===== src/rtl/ps2_kbd_io_pkg.sv =====
// ps2_kbd_io_pkg
// Shared constants and types for the PS/2 keyboard I/O port:
//   FRAME_LEN  - bits per PS/2 frame (start, 8 data, parity, stop)
//   BIT_CNT_W  - width of the receiver bit counter
//   READY_BIT  - rd_data bit carrying the FIFO non-empty flag
//   OVF_BIT    - rd_data bit carrying the sticky overflow flag
//   rx_state_t - receiver FSM state encoding
package ps2_kbd_io_pkg;

    localparam int FRAME_LEN = 11;
    localparam int BIT_CNT_W = 4;
    localparam int READY_BIT = 8;
    localparam int OVF_BIT   = 9;

    typedef enum logic {
        ST_IDLE = 1'b0,
        ST_RECV = 1'b1
    } rx_state_t;

endpackage


===== src/rtl/kbd_fifo.sv =====
// kbd_fifo
// Scan-code FIFO with DEPTH entries of WIDTH bits.
//   cpu_clk, resetn  - clock, asynchronous active-low reset
//   push, din        - write request and data (accepted if not full, or full with a pop)
//   pop              - read request (ignored while empty)
//   dout             - head entry (undefined content while empty)
//   empty, full      - derived from the extra-bit pointers
module kbd_fifo #(
    parameter int DEPTH = 8,
    parameter int WIDTH = 8
) (
    input  logic             cpu_clk,
    input  logic             resetn,
    input  logic             push,
    input  logic             pop,
    input  logic [WIDTH-1:0] din,
    output logic [WIDTH-1:0] dout,
    output logic             empty,
    output logic             full
);

    localparam int AW = $clog2(DEPTH);

    logic [WIDTH-1:0] mem [DEPTH];
    logic [AW:0]      wr_ptr;
    logic [AW:0]      rd_ptr;
    logic             wr_en;
    logic             rd_en;

    // Pointers carry one wrap bit: equal means empty, equal except the wrap bit means full.
    assign empty = (wr_ptr == rd_ptr);
    assign full  = (wr_ptr[AW] != rd_ptr[AW]) && (wr_ptr[AW-1:0] == rd_ptr[AW-1:0]);

    // A push into a full FIFO still succeeds when the head leaves in the same edge;
    // a pop on an empty FIFO never happens, so push+pop on empty is push only.
    assign rd_en = pop & ~empty;
    assign wr_en = push & (~full | rd_en);

    assign dout = mem[rd_ptr[AW-1:0]];

    // NOTE: storage has no reset; the pointers alone define which entries are valid.
    always_ff @(posedge cpu_clk) begin
        if (wr_en) begin
            mem[wr_ptr[AW-1:0]] <= din;
        end
    end

    always_ff @(posedge cpu_clk or negedge resetn) begin
        if (!resetn) begin
            wr_ptr <= '0;
            rd_ptr <= '0;
        end else begin
            if (wr_en) wr_ptr <= wr_ptr + 1'b1;
            if (rd_en) rd_ptr <= rd_ptr + 1'b1;
        end
    end

endmodule


===== src/rtl/ps2_kbd_io.sv =====
// ps2_kbd_io
// PS/2 keyboard receiver with a scan-code FIFO, read by the CPU through an I/O strobe.
//   cpu_clk, resetn   - system clock, asynchronous active-low reset
//   ps2_clk, ps2_data - keyboard lines, asynchronous to cpu_clk
//   io_rdn            - active-low read strobe; pops the head byte when ready
//   rd_data           - {22'b0, overflow, ready, head byte (0x00 when empty)}
//   ready             - FIFO non-empty
//   overflow          - sticky: a good frame was dropped on a full FIFO
module ps2_kbd_io
    import ps2_kbd_io_pkg::*;
#(
    parameter int FIFO_DEPTH     = 8,
    parameter int TIMEOUT_CYCLES = 50000
) (
    input  logic        cpu_clk,
    input  logic        resetn,
    input  logic        ps2_clk,
    input  logic        ps2_data,
    input  logic        io_rdn,
    output logic [31:0] rd_data,
    output logic        ready,
    output logic        overflow
);

    localparam int TW = $clog2(TIMEOUT_CYCLES + 1);

    logic [2:0]           clk_sync;
    logic [2:0]           data_sync;
    logic                 ps2_fall;
    logic                 bit_in;

    rx_state_t            state, state_next;
    logic [BIT_CNT_W-1:0] bit_cnt, bit_cnt_next;
    logic [FRAME_LEN-1:0] frame, frame_next, frame_shift;
    logic [TW-1:0]        to_cnt, to_cnt_next;
    logic                 frame_done;
    logic                 frame_good;

    logic                 fifo_pop;
    logic                 fifo_empty;
    logic                 fifo_full;
    logic [7:0]           fifo_head;
    logic                 drop;

    // NOTE: sequential state uses non-blocking assignments so every flop samples pre-edge values.
    always_ff @(posedge cpu_clk or negedge resetn) begin
        if (!resetn) begin
            clk_sync  <= 3'b111;
            data_sync <= 3'b111;
        end else begin
            clk_sync  <= {clk_sync[1:0], ps2_clk};
            data_sync <= {data_sync[1:0], ps2_data};
        end
    end

    // Falling edge: the older synchronized sample is 1 and the newer one is 0.
    assign ps2_fall    = clk_sync[2] & ~clk_sync[1];
    assign bit_in      = data_sync[1];
    assign frame_shift = {bit_in, frame[FRAME_LEN-1:1]};

    // Start low, stop high, odd parity over data and parity bits.
    assign frame_good = frame_done & ~frame_shift[0] & frame_shift[FRAME_LEN-1]
                      & (^frame_shift[9:1]);

    always_ff @(posedge cpu_clk or negedge resetn) begin
        if (!resetn) begin
            state   <= ST_IDLE;
            bit_cnt <= '0;
            frame   <= '0;
            to_cnt  <= '0;
        end else begin
            state   <= state_next;
            bit_cnt <= bit_cnt_next;
            frame   <= frame_next;
            to_cnt  <= to_cnt_next;
        end
    end

    // NOTE: every output of this block gets a default first, so no latch can be inferred.
    always_comb begin
        state_next   = state;
        bit_cnt_next = bit_cnt;
        frame_next   = frame;
        to_cnt_next  = to_cnt;
        frame_done   = 1'b0;
        case (state)
            ST_IDLE: begin
                to_cnt_next = '0;
                if (ps2_fall && !bit_in) begin
                    state_next   = ST_RECV;
                    bit_cnt_next = BIT_CNT_W'(1);
                    frame_next   = frame_shift;
                end
            end
            ST_RECV: begin
                if (ps2_fall) begin
                    frame_next  = frame_shift;
                    to_cnt_next = '0;
                    if (bit_cnt == BIT_CNT_W'(FRAME_LEN - 1)) begin
                        state_next   = ST_IDLE;
                        bit_cnt_next = '0;
                        frame_done   = 1'b1;
                    end else begin
                        bit_cnt_next = bit_cnt + 1'b1;
                    end
                end else if (to_cnt == TW'(TIMEOUT_CYCLES - 1)) begin
                    // Keyboard went quiet mid-frame: abandon the partial frame.
                    state_next   = ST_IDLE;
                    bit_cnt_next = '0;
                    to_cnt_next  = '0;
                end else begin
                    to_cnt_next = to_cnt + 1'b1;
                end
            end
            default: state_next = ST_IDLE;
        endcase
    end

    assign ready    = ~fifo_empty;
    assign fifo_pop = ~io_rdn & ready;
    assign drop     = frame_good & fifo_full & ~fifo_pop;

    kbd_fifo #(
        .DEPTH (FIFO_DEPTH),
        .WIDTH (8)
    ) u_fifo (
        .cpu_clk (cpu_clk),
        .resetn  (resetn),
        .push    (frame_good),
        .pop     (fifo_pop),
        .din     (frame_shift[8:1]),
        .dout    (fifo_head),
        .empty   (fifo_empty),
        .full    (fifo_full)
    );

    // A drop in the same edge as a read wins over the read's clear.
    always_ff @(posedge cpu_clk or negedge resetn) begin
        if (!resetn) begin
            overflow <= 1'b0;
        end else if (drop) begin
            overflow <= 1'b1;
        end else if (!io_rdn) begin
            overflow <= 1'b0;
        end
    end

    always_comb begin
        rd_data            = '0;
        rd_data[7:0]       = ready ? fifo_head : 8'h00;
        rd_data[READY_BIT] = ready;
        rd_data[OVF_BIT]   = overflow;
    end

endmodule


===== config.mk =====
export PLATFORM = sky130hd
export DESIGN_NAME = ps2_kbd_io
export DESIGN_NICKNAME = d
export VERILOG_FILES = /design/src/rtl/ps2_kbd_io_pkg.sv /design/src/rtl/kbd_fifo.sv /design/src/rtl/ps2_kbd_io.sv
export SDC_FILE = /design/constraint.sdc
export NUM_CORES = 1
export LEC_CHECK = 0
export BUFFER_PORTS_ARGS = -buffer_cell sky130_fd_sc_hd__buf_4
export CAP_MARGIN = 30
export CORE_MARGIN = 2
export CORE_UTILIZATION = 44
export CTS_CLUSTER_SIZE = 12
export DETAILED_ROUTE_END_ITERATION = 16
export PLACE_DENSITY = 0.73
export SETUP_SLACK_MARGIN = 0.5
export SYNTH_ARGS = -nofsm -noshare
export SYNTH_HDL_FRONTEND = slang
export SYNTH_HIERARCHICAL = 1
export SYNTH_SLANG_ARGS = --single-unit

===== constraint.sdc =====
create_clock -name cpu_clk -period 3.4 [get_ports cpu_clk]
set_clock_uncertainty 0.05 [all_clocks]
set_input_delay 0.68 -clock cpu_clk [delete_from_list [all_inputs] [get_ports cpu_clk]]
set_output_delay 0.68 -clock cpu_clk [all_outputs]
set_load 0.005 [all_outputs]

Yosys cells after proc, flatten, opt, wreduce, memory -nomap -nowiden. Memory sizes are Yosys's and may differ from the RTL's. Cells that the tools add are included.

Flip-flop bits (word level): 46. Bits in writable memories: 64. Output and inout port bits: 34. Logic and storage cells: 70. Memories: 1.

Add/subtract/negate cells: 4. Equal/unequal tests: 9. Muxes and demuxes: 24. Bitwise operators: 17. Reductions and logical operators: 6.

Memory list: u_fifo.mem (words 8, width 8, rd ports 1, clocked after Yosys merged registers in 0, write ports 1, RTL line kbd_fifo.sv:24) `logic [WIDTH-1:0] mem [DEPTH];`.

Operators with widths (count): 16-bit 2-to-1 mux (2); 16-bit case mux with 2 select lines (1); 11-bit 2-to-1 mux (2); 11-bit case mux with 2 select lines (1); 16-bit by 1-bit adder with 16-bit output (second input constant) (1); 16-bit equality test (second input constant) (1); 4-bit 2-to-1 mux (4); 4-bit by 1-bit adder with 4-bit output (second input constant) (3); 1-bit 2-to-1 mux (11); 1-bit AND (9); 9-bit XOR reduction (1); 8-bit 2-to-1 mux (1); 4-bit case mux with 2 select lines (1); 1-bit inverter (7); 4-bit equality test (1); 4-bit equality test (second input constant) (1); 2-bit != test (second input constant) (2); 2-bit AND reduction (2); 3-bit equality test (1); 3-bit by 2-bit != test with 1-bit output (second input constant) (1); 1-bit logical AND (2); 2-bit by 1-bit != test with 1-bit output (second input constant) (1); 1-bit case mux with 2 select lines (1); 1-bit zero test (1); 2 further kinds (2).

Logic depth before layout (Yosys ltp).
Depth after elaboration: 10. Gate-level depth with buffers: 12. Gate-level depth less buffers: 9.

By module. The synthesis kept the hierarchy.

Modules (own cells, without submodules): kbd_fifo (instances 1, cells each 150, area an instance 2977.9 sq um, sequential area each 2122.0 sq um); ps2_kbd_io (instances 1, cells each 189, area an instance 1968.1 sq um, sequential area each 932.1 sq um).

Least setup slack after synthesis. No wires, ideal clock.

Kind: reg2reg. From: reg u_fifo.wr_ptr[0]. To: mem u_fifo.mem[5][0], enable pin. Library setup time: 398 ps. Arrival time: 2556 ps. Path slack: 396 ps. Cell stages (with the launch flop): 11. Cells stage by stage: dfrtp_1 > buf_2 > xnor2_2 > nand3_2 > buf_6 > nor2_1 > clkbuf_1 > nor2_1 > clkbuf_1 > nor3_1 > nor4b_1.

Word-level cells in the longest chain between the ends: 8. Elaborated cells between the ends (all ways): 11. Those cells by class: 2 x eq/ne; 2 x mux; 6 x bitwise; 1 x reduce/logical.

RTL lines: start, declared (RTL line kbd_fifo.sv:25) `logic [AW:0] wr_ptr;`; start signal, assigned (RTL line kbd_fifo.sv:53) `if (wr_en) wr_ptr <= wr_ptr + 1'b1;`; 4-bit equality test (RTL line kbd_fifo.sv:31) `assign empty = (wr_ptr == rd_ptr);`; named net fifo_empty (RTL line ps2_kbd_io.sv:40) `logic fifo_empty;`; 1-bit inverter (RTL line ps2_kbd_io.sv:119) `assign ready = ~fifo_empty;`; 1-bit AND (RTL line ps2_kbd_io.sv:120) `assign fifo_pop = ~io_rdn & ready;`; named net fifo_pop (RTL line ps2_kbd_io.sv:39) `logic fifo_pop;`; 1-bit AND (RTL line kbd_fifo.sv:36) `assign rd_en = pop & ~empty;`; 1-bit OR (RTL line kbd_fifo.sv:37) `assign wr_en = push & (~full | rd_en);`; 1-bit AND (RTL line kbd_fifo.sv:37); 1-bit 2-to-1 mux (RTL line kbd_fifo.sv:43) `if (wr_en) begin`; 1-bit 2-to-1 mux (not written as such) (RTL line kbd_fifo.sv:44) `mem[wr_ptr[AW-1:0]] <= din;`; end, declared (RTL line kbd_fifo.sv:24).

The timed path passes the listed nets, and every way through them passes these cells.

Worst setup path in the final report.
From: reg u_fifo.rd_ptr[0]. To: out rd_data[4].

Word-level cells in the longest chain between the ends: 2. Elaborated cells between the ends (all ways): 3. Those cells by class: 1 x eq/ne; 1 x mux; 1 x memory.

RTL lines: start, declared (RTL line kbd_fifo.sv:26) `logic [AW:0] rd_ptr;`; start signal, assigned (RTL line kbd_fifo.sv:54) `if (rd_en) rd_ptr <= rd_ptr + 1'b1;`; memory read 8 x 8 bit; named net fifo_head[4] (RTL line ps2_kbd_io.sv:42) `logic [7:0] fifo_head;`; 8-bit 2-to-1 mux (RTL line ps2_kbd_io.sv:150) `rd_data[7:0] = ready ? fifo_head : 8'h00;`; end, declared (RTL line ps2_kbd_io.sv:20) `output logic [31:0] rd_data,`.

The timed path passes the listed nets, and every way through them passes these cells.

==> run summary <==
The final critical path time including I/O delays and setup came out at 2.81 ns. The die extent in x is between 100 and 150 um. The global-route total usage across every layer came out at ~15%. The uppermost layer routed is met4. The total negative slack for setup checks is 0 ns. The register clock-pin slew on the reported worst setup and hold paths came out at 0.11 ns. The class of the worst hold path is in2async. The initial antenna violation count came out at 0. In this run the register-to-register setup slack is 0.78 ns. The first-pass GRT wire length is ~13 mm.

TritonCTS built the clock tree. The die area came out at between 0.01 and 0.015 mm^2. Power comes to roughly 3.6 mW. The worst-case vdd ir drop came out at roughly 0.00034 V. The largest individual stage delay along the critical path comes from the cell sky130_fd_sc_hd__mux4_1.

The tool flagged a number of max-cap violations equal to 0. Detailed placement finished with a half-perimeter wire length of 5.50 mm. The number of hold violations in the final report came out at 0. In this run, synthesis produced a sequential element count of about 110. The number of max-slew violations in the final report is 0. The type of destination of the critical path is an output port.

Of the synthesized area, sequential elements account for roughly three fifths. The depth of the critical timing path with buffers and inverters included came out at 5. The die height is ~110 um. Of all flip-flops after synthesis, the portion carrying an async set or reset was approximately two fifths.

The floorplan step defined a core boundary enclosing ~0.011 mm^2. Setup repair after global routing could not meet its margin everywhere. The largest net degree at the start of global routing came out at 46. The post-synthesis instance area is between 0.004 and 0.005 mm^2. Detailed routing inserted a total of between 2000 and 3000 vias. In the synthesized netlist the dominant register cell turns out to be sky130_fd_sc_hd__edfxtp_1. The data required time of the critical path came out at approximately 2.7 ns.

In this run the worst path has a maximum fanout of 10. Measured against its own limit, the worst slew margin works out to 56.4%. The repair_antennas step left the layout with diodes totalling 0. Yosys printed 6 warnings. The clock passes through at most 2 buffers. The worst setup path is launched from a flip-flop. Yosys attributes the largest share of cell area to sky130_fd_sc_hd__edfxtp_1 39%, sky130_fd_sc_hd__dfrtp_1 20%, sky130_fd_sc_hd__mux4_2 5.0%.

The total of endpoints with negative setup slack in the final report came out at 0. The category of the critical setup timing path is reg2out. The buffers plus inverters on the worst setup path is 2. The power density relative to cell area is between 600 and 700 mW/mm^2. Cells with a size suffix above 1 make up 24.8% of the layout. Of all cell types, the one taking the most synthesized area is sky130_fd_sc_hd__edfxtp_1. The final critical-path share of the clock period is just over 80%. The number of optimization iterations in the first detailed-route pass is 4. The tree is rooted in a sky130_fd_sc_hd__clkbuf_8. Buffers inserted to repair hold after CTS numbered 0. Gates resized during post-CTS repair numbered 0. The routed metal-1 wire length is ~3.5 mm. After detailed routing, the number of vias per cell comes to 5.13. The amount of wire on met3 after detailed routing came out at a little over 300 um. The via count of the first global-routing pass was about 2600. Dividing the detail-routed wire length by the instance count gives ~16 um. The largest stage delay on the critical path came out at 0.57 ns. The run finished with clean final reports. The maximum level of the CTS H-tree came out at 3.

The initial core utilization is 45.4%. The final-stage net count is 377. The total number of placement rows is 38. The worst reg2reg path endpoint is u_fifo/mem[4][5]. At the end of routability-driven placement, the weighted congestion stood at between 0.8 and 0.9. The number of unique standard cell types used by synthesis is 49.

Among the stages of the critical path, the cell type that occurs most often is sky130_fd_sc_hd__buf_4. The leftover overflow at the end of global routing is 0. The timing-limited maximum frequency came out at roughly 360 MHz. The number of setup buffers added after CTS came out at 0. The leakage power total is ~2 nW. The cell count after synthesis came out at about 340.

For the worst flop-to-flop path, the logic depth is 7. The count of unresolved DRC violations after routing is 0. The final routed wirelength across all metal layers came out at around 8.0 mm.

Buffers inserted during clock tree synthesis total 9. Each instance of the synthesized netlist takes up on average between 10 and 15 um^2. The count of flip-flops with a built-in enable after synthesis came out at between 60 and 70. The count of buffers added on input and output ports is 16. The detailed-routed wire length on met2 is 4.13 mm. The layout overhead on the synthesized area is 8.78%. The area share of the largest cell type after synthesis came out at about 40%.

On the critical path the largest part of the delay comes from multiplexers. The number of I/O pins came out at 39. The source-to-sink clock delay at the later pin of the worst-skew pair came out at approximately 0.36 ns. The worst register-to-register path begins at frame[4]. The residual antenna-violating net count after detailed routing is 0. The clock sink total is approximately 110. The slew at the pin closest to its max-slew limit is roughly 0.65 ns. Traced cell by cell, the critical path runs through buf_4, mux4_1, mux2_2, nor2b_1, buf_4. The critical path arrival is 2.08 ns. For this block, the initial DRC count from the detailed router was between 100 and 150.
layout make-up:
class / count / area [um^2]
tap: 140 / 175
multi-input combinational: 205 / 1690
sequential: 109 / 3050
fill: 936 / 5510
clock inverter: 6 / 56.3
timing repair buffer: 31 / 236
inverter: 11 / 41.3
clock buffer: 9 / 124
report_power, final:
group	switching, mW	internal, mW
Combinational	0.462	0.632
Sequential	0.197	1.61
Clock	0.436	0.278
through the flow:
stage	util (%)	instance area [um^2]	hold slack, ns	setup slack [ns]	std cells
2_1_floorplan	-	5040	0.295	0.506	360
3_3_place_gp	47.7	5190	0.296	0.820	496
3_5_place_dp	47.7	5190	0.297	0.722	496
4_1_cts	49.4	5370	0.262	0.538	511
5_1_grt	49.4	5380	0.287	0.490	511
6_report	49.4	5380	0.248	0.589	511
worst max path at each step:
stage	start	endpoint	slack [ns]
after floorplan	u_fifo/wr_ptr[0]	u_fifo/mem[4][0]	0.51
after global placement	u_fifo/rd_ptr[0]	u_fifo/mem[1][5]	0.82
after detailed placement	u_fifo/rd_ptr[0]	u_fifo/mem[1][2]	0.72
after CTS	u_fifo/rd_ptr[0]	rd_data[6]	0.54
after global routing	u_fifo/rd_ptr[0]	rd_data[1]	0.49
final	u_fifo/rd_ptr[0]	rd_data[4]	0.59
cells in the mapped netlist (5+ instances only):
master / count
sky130_fd_sc_hd__mux2_2: 19
sky130_fd_sc_hd__ha_1: 5
sky130_fd_sc_hd__mux4_2: 11
sky130_fd_sc_hd__o21ai_0: 6
sky130_fd_sc_hd__nor2_1: 29
sky130_fd_sc_hd__mux4_1: 5
sky130_fd_sc_hd__nand2_1: 10
sky130_fd_sc_hd__dfrtp_1: 40
sky130_fd_sc_hd__edfxtp_1: 64
sky130_fd_sc_hd__xnor2_1: 21
sky130_fd_sc_hd__nand4_1: 5
sky130_fd_sc_hd__nand3_1: 6
sky130_fd_sc_hd__nor4_1: 5
sky130_fd_sc_hd__dfstp_2: 5
sky130_fd_sc_hd__nor2b_1: 8
sky130_fd_sc_hd__inv_1: 11
sky130_fd_sc_hd__buf_4: 25
sky130_fd_sc_hd__nor3_1: 7
cells by family after synthesis:
logic type,after synthesis,share of synthesized area [%]
flip-flops,109,61.8
AND/OR/NAND/NOR,94,10.7
buffers and inverters,46,5.92
multiplexers,35,12.0
XOR/XNOR,28,5.54
AO/OA/AOI/OAI,21,2.81
adder cells (fa/ha/maj),5,1.26
other,1,0.0758
flip-flops by register name, summed over array words and instances, names as in the netlist:
signal         cells
bit_cnt            4
clk_sync           3
data_sync          2
frame             10
overflow           1
state              1
to_cnt            16
u_fifo/mem        64
u_fifo/rd_ptr      4
u_fifo/wr_ptr      4
routing by layer:
metal  global-route usage (%)  vias up
met4                     3.44        0
li1                         -     1252
met5                        0        -
met1                     18.3     1313
met2                     25.6       49
met3                     3.06        8
placed cells by master, fill, tap and decap left out, types with 3 or more instances in the layout:
| cell type | netlist | routed |
|---|---|---|
| sky130_fd_sc_hd__nor2_1 | 29 | 28 |
| sky130_fd_sc_hd__nor3_1 | 7 | 7 |
| sky130_fd_sc_hd__o21ai_0 | 6 | 6 |
| sky130_fd_sc_hd__nor4_1 | 5 | 4 |
| sky130_fd_sc_hd__nand2b_1 | 4 | 4 |
| sky130_fd_sc_hd__nand4_1 | 5 | 5 |
| sky130_fd_sc_hd__a21oi_1 | 3 | 3 |
| sky130_fd_sc_hd__dfrtp_1 | 40 | 40 |
| sky130_fd_sc_hd__nand2_1 | 10 | 10 |
| sky130_fd_sc_hd__o31ai_1 | 4 | 4 |
| sky130_fd_sc_hd__conb_1 | 1 | 22 |
| sky130_fd_sc_hd__ha_1 | 5 | 5 |
| sky130_fd_sc_hd__or3_1 | 3 | 3 |
| sky130_fd_sc_hd__nor2b_1 | 8 | 8 |
| sky130_fd_sc_hd__mux4_2 | 11 | 11 |
| sky130_fd_sc_hd__xnor2_1 | 21 | 21 |
| sky130_fd_sc_hd__mux4_1 | 5 | 5 |
| sky130_fd_sc_hd__clkbuf_8 | 0 | 9 |
| sky130_fd_sc_hd__xor2_1 | 4 | 4 |
| sky130_fd_sc_hd__inv_1 | 11 | 11 |
| sky130_fd_sc_hd__edfxtp_1 | 64 | 64 |
| sky130_fd_sc_hd__dfstp_2 | 5 | 5 |
| sky130_fd_sc_hd__nand3_1 | 6 | 6 |
| sky130_fd_sc_hd__buf_4 | 25 | 30 |
| sky130_fd_sc_hd__mux2_2 | 19 | 19 |
No activity file was read; power rests on OpenSTA's default activity.
